**config.mk**
```make
export PLATFORM = sky130hd
export DESIGN_NAME = alu_flat
export DESIGN_NICKNAME = d
export VERILOG_FILES = /design/src/rtl/alu_if.sv /design/src/rtl/alu.sv /design/src/flat_wrapper.sv
export SDC_FILE = /design/constraint.sdc
export NUM_CORES = 1
export LEC_CHECK = 0
export BUFFER_PORTS_ARGS = -buffer_cell sky130_fd_sc_hd__buf_2
export CAP_MARGIN = 20
export CORE_UTILIZATION = 51
export CTS_CLUSTER_SIZE = 20
export DETAILED_ROUTE_END_ITERATION = 8
export HOLD_SLACK_MARGIN = 0.05
export PLACE_DENSITY_LB_ADDON = 0.25
export SLEW_MARGIN = 20
export SYNTH_ARGS = -nofsm -noshare
export SYNTH_HDL_FRONTEND = slang
export SYNTH_SLANG_ARGS = --single-unit
```
**constraint.sdc**
```tcl
create_clock -name clk -period 3.4 [get_ports clk]
set_input_delay 0 -clock clk [delete_from_list [all_inputs] [get_ports clk]]
set_output_delay 0 -clock clk [all_outputs]
set_load 0.005 [all_outputs]
```
**src/rtl/alu_if.sv**
```systemverilog
// Bus-side signal bundle for the accumulator ALU.
// Status flags Z/N/C/V exist only when ALU_STATUS_FLAGS_EN is defined.
interface alu_if #(
  parameter int WIDTH = 16
);
  logic [WIDTH-1:0] bus;
  logic             A_ena;
  logic             Add_SubNot;
  logic             G_ena;
  logic [WIDTH-1:0] ALUout;
`ifdef ALU_STATUS_FLAGS_EN
  logic             Z;
  logic             N;
  logic             C;
  logic             V;
`endif

`ifdef ALU_STATUS_FLAGS_EN
  modport master (
    output bus, A_ena, Add_SubNot, G_ena,
    input  ALUout, Z, N, C, V
  );
  modport slave (
    input  bus, A_ena, Add_SubNot, G_ena,
    output ALUout, Z, N, C, V
  );
`else
  modport master (
    output bus, A_ena, Add_SubNot, G_ena,
    input  ALUout
  );
  modport slave (
    input  bus, A_ena, Add_SubNot, G_ena,
    output ALUout
  );
`endif
endinterface

```
**src/rtl/alu.sv**
```systemverilog
// Accumulator add/subtract unit: A <= bus, G <= A +/- bus, ALUout = G.
// Optional registered Z/N/C/V flags under macro ALU_STATUS_FLAGS_EN.
module alu #(
  parameter int WIDTH = 16
) (
  input  logic  clk,
  input  logic  rst,
  alu_if.slave  io
);

  logic [WIDTH-1:0] r_a;
  logic [WIDTH-1:0] r_g;
  logic [WIDTH-1:0] w_b;
  logic [WIDTH:0]   w_sum;

  // Subtract is A + ~bus + 1; the extra bit holds the carry / no-borrow.
  always_comb begin
    w_b   = io.Add_SubNot ? io.bus : ~io.bus;
    w_sum = {1'b0, r_a} + {1'b0, w_b} + {{WIDTH{1'b0}}, ~io.Add_SubNot};
  end

  // Operand and result registers; G sees the pre-edge A when both enables fire.
  always_ff @(posedge clk) begin
    if (rst) begin
      r_a <= {WIDTH{1'b0}};
      r_g <= {WIDTH{1'b0}};
    end else begin
      if (io.A_ena) begin
        r_a <= io.bus;
      end
      if (io.G_ena) begin
        r_g <= w_sum[WIDTH-1:0];
      end
    end
  end

  assign io.ALUout = r_g;

`ifdef ALU_STATUS_FLAGS_EN
  logic r_z;
  logic r_n;
  logic r_c;
  logic r_v;

  // Flags track the value loaded into G and only change on G loads.
  always_ff @(posedge clk) begin
    if (rst) begin
      r_z <= 1'b0;
      r_n <= 1'b0;
      r_c <= 1'b0;
      r_v <= 1'b0;
    end else if (io.G_ena) begin
      r_z <= (w_sum[WIDTH-1:0] == {WIDTH{1'b0}});
      r_n <= w_sum[WIDTH-1];
      r_c <= w_sum[WIDTH];
      r_v <= (r_a[WIDTH-1] == w_b[WIDTH-1]) && (w_sum[WIDTH-1] != r_a[WIDTH-1]);
    end
  end

  assign io.Z = r_z;
  assign io.N = r_n;
  assign io.C = r_c;
  assign io.V = r_v;
`endif

endmodule

```
**src/flat_wrapper.sv**
```systemverilog
// flat-port wrapper written by rule: the top's interface ports become plain ports
module alu_flat 
#(
  parameter int WIDTH = 16
)
  (clk, rst, io_bus, io_A_ena, io_Add_SubNot, io_G_ena, io_ALUout);
  alu_if #(.WIDTH(WIDTH)) io_i ();
  input  logic clk;
  input  logic rst;
  input wire logic [$bits(io_i.bus)-1:0] io_bus;
  input wire logic [$bits(io_i.A_ena)-1:0] io_A_ena;
  input wire logic [$bits(io_i.Add_SubNot)-1:0] io_Add_SubNot;
  input wire logic [$bits(io_i.G_ena)-1:0] io_G_ena;
  output wire logic [$bits(io_i.ALUout)-1:0] io_ALUout;
  assign io_i.bus = io_bus;
  assign io_i.A_ena = io_A_ena;
  assign io_i.Add_SubNot = io_Add_SubNot;
  assign io_i.G_ena = io_G_ena;
  assign io_ALUout = io_i.ALUout;
  alu #(.WIDTH(WIDTH)) u_core (.clk(clk), .rst(rst), .io(io_i));
endmodule
```
==> flow_metrics.tcl <==
set metrics [dict create \
    track_usage_pct 25.0 \
    dp_cells 309 \
    required_ns 3.60 \
    fmax_ghz 0.394 \
    crit_fanout 4 \
    crit_chain "dlygate4sd3_1 > buf_2 > or2b_1 > and2_1 > fa_1 > a211oi_1 > o21ai_1 > a211oi_1 > o21ai_0 > a311oi_1" \
    n_antenna_cell 0 \
    cts_tree "done" \
    finalHoldViolations 0 \
    place.gp.congestion 0.907 \
    cts_made_buffers 5 \
    p_leak_nw 1.08 \
    synth_nets 271 \
    postRouteAntennaNets 0 \
    drive_gt1_share_pct 18.2 \
    power_density_nw_per_um2 431 \
    synth.most_common_cell "nor2_1" \
    whs_path_depth 3 \
    path_delay_family "compound AO/OA/AOI/OAI gates" \
    met1_usage_pct 34.4 \
    fp.dieW_um 65.4 \
    vias 1812 \
    synth.ff_latch_count 32 \
    synth_top_area_share_pct 31.3 \
    r2r-start "u_core.r_a[0]" \
    maxSlewViolCount 0 \
    yosys.area.top_type "dfxtp_1" \
    status "complete, no violations" \
    fill_cells 357 \
    grt_pass1_wl_um 8040 \
    die_h_um 65.4 \
    ys_seq_area_share_pct 31.3 \
    routed_wl_um 4820 \
    path_common_cell "a211oi_1" \
    ir_drop_mv 0.261 \
    synth.area.top_cells "dfxtp_1, mux2i_1, ha_1" \
    crit_type "input pin to flip-flop" \
    overflow 0 \
    fin_crit_ns 2.54 \
    antenna_found_initial 0 \
    max_slew_margin_pct 59.1 \
    grt.met2_usage_pct 38.7 \
    drt-initial-drc-count 175 \
    finalSetupViolCount 0 \
    skew_ns 0.00671 \
    worst-r2r-cell-count 8 \
    setup_ws_ns 0.863 \
    critical_path_buf_inv_count 2 \
    hp-start "io_G_ena" \
    rsz0062_at_grt "false" \
    final.setup.tns_ns 0 \
    synthArstFlopShare_pct 0 \
    ctsLongestPathBuffers 2 \
    drc 0 \
    vias_per_cell 5.44 \
    core_sq_um 3740 \
    worst_setup_path_end_kind "flip-flop" \
    grt_max_degree 32 \
    ctsHtreeMaxLevel 2 \
    grt_pass1_vias 1686 \
    ys_types 47 \
    hpwl_um 3420 \
    regToRegEndpoint "u_core.io.ALUout[8]" \
    slowest_delay_ns 0.52 \
    netlist_top_cells_count "nor2_1, dfxtp_1, xnor2_1" \
    root_buffer "clkbuf_8" \
    dieArea_sq_um 4280 \
    instances_no_fill 333 \
    hold_end "u_core.io.ALUout[8]" \
    start_util_pct 54.7 \
    synth_edf_count 0 \
    final_nets 321 \
    grt_busiest_layer "met2" \
    dominantRegCellSynth "dfxtp_1" \
    syn-cell-area_sq_um 2050 \
    min_period_over_period_pct 74.6 \
    port_buffers 36 \
    cp_slowest_cell "dlygate4sd3_1" \
    rows 22 \
    post-place-ws_ns 0.849 \
    arrival_ns 2.74 \
    worstMarginPinSlew_ns 0.610 \
    drt_pre_antenna_iters 4 \
    hp-class "input pin to flip-flop" \
    syn_avg_cell_area_sq_um 8.76 \
    drv_cap 0 \
    clk_pin_slew_ns 0.07 \
    cp-start-kind "input pin" \
    insertion_delay_ns 0.29 \
    io_pins 37 \
    hold_slack_ns 0.183 \
    grt_util_met3_pct 4.86 \
    areaGrowthSynthToFinish_pct 22.2 \
    synthCells 234 \
    r2r_slack_ns 0.89 \
    wire_per_inst_um 14.5 \
    clock-sinks 32 \
    synth_warnings 0 \
]
-- flip-flops by register name (all words and copies together) (netlist names) --
signal            cells
u_core.io.ALUout     16
u_core.r_a           16
-- worst min-delay path, stage by stage --
cell and delay (ns):
buf_2 0.22, nor2_1 0.15, a311oi_1 0.05
-- per-layer routing --
layer	vias up	part of all wire (%)
met5	-	0
met4	0	1.5
met3	7	4.5
met2	50	45
met1	808	49
li1	947	-
-- logic make-up after synthesis --
group                    synth area share, %
flip-flops                              31.3
XOR/XNOR                                9.40
multiplexers                            9.28
AO/OA/AOI/OAI                           19.4
AND/OR/NAND/NOR                         17.9
buffers and inverters                   2.62
adder cells (fa/ha/maj)                 10.1
-- final cells by class --
| class | count | area (sq um) | area share (%) |
|---|---|---|---|
| inverter | 4 | 15.0 | 0.599 |
| sequential | 32 | 641 | 25.6 |
| timing repair buffer | 52 | 340 | 13.6 |
| clock inverter | 1 | 7.51 | 0.300 |
| multi-input combinational | 189 | 1360 | 54.1 |
| clock buffer | 7 | 86.3 | 3.45 |
| tap | 48 | 60.1 | 2.40 |
-- placed cells by master (no fill, tap or decap), types with 5 or more instances in the layout --
cell type      instances
nor2_1                40
buf_2                 36
dfxtp_1               32
xnor2_1               21
mux2i_1               19
dlygate4sd3_1         16
ha_1                  15
nand2_1               14
o21ai_0               10
a21oi_1               10
a211oi_1               7
clkbuf_8               6
nor3_1                 5
-- power by group --
| group | switching (mW) | total, mW | internal (mW) |
|---|---|---|---|
| clock | 0.147 | 0.311 | 0.164 |
| combinational | 0.186 | 0.340 | 0.154 |
| sequential | 0.0187 | 0.428 | 0.409 |
| total | 0.351 | 1.08 | 0.727 |
-- metrics by stage --
stage / utilization (%) / cell area (sq um) / power (mW)
finish: 66.9 / 2500 / 1.08
floorplan: - / 2050 / 0.668
detailed placement: 60.1 / 2250 / 0.756
global placement: 60.1 / 2250 / 0.749
global route: 66.9 / 2500 / 1.14
CTS: 66.9 / 2500 / 1.08
-- how the worst max path moves through the flow --
stage,endpoint,cells after the start,startpoint,slack [ns]
3_5_place_dp,u_core.io.ALUout[8],9,io_Add_SubNot,0.85
5_1_grt,u_core.io.ALUout[8],10,io_bus[0],0.72
3_3_place_gp,u_core.io.ALUout[12],10,io_Add_SubNot,1.01
6_report,u_core.io.ALUout[8],10,io_bus[0],0.86
4_1_cts,u_core.io.ALUout[8],10,io_bus[0],0.86
2_1_floorplan,u_core.io.ALUout[15],10,io_Add_SubNot,0.96
-- repair_timing --
action / 4_1_cts / 5_1_grt
endpoints found under the setup margin: 0 / 0
hold buffers: 16 / 0
setup buffers: 0 / 0
endpoints found under the hold margin: 17 / 0
resized for setup: 0 / 0
Power figures use the tool's default switching activity.
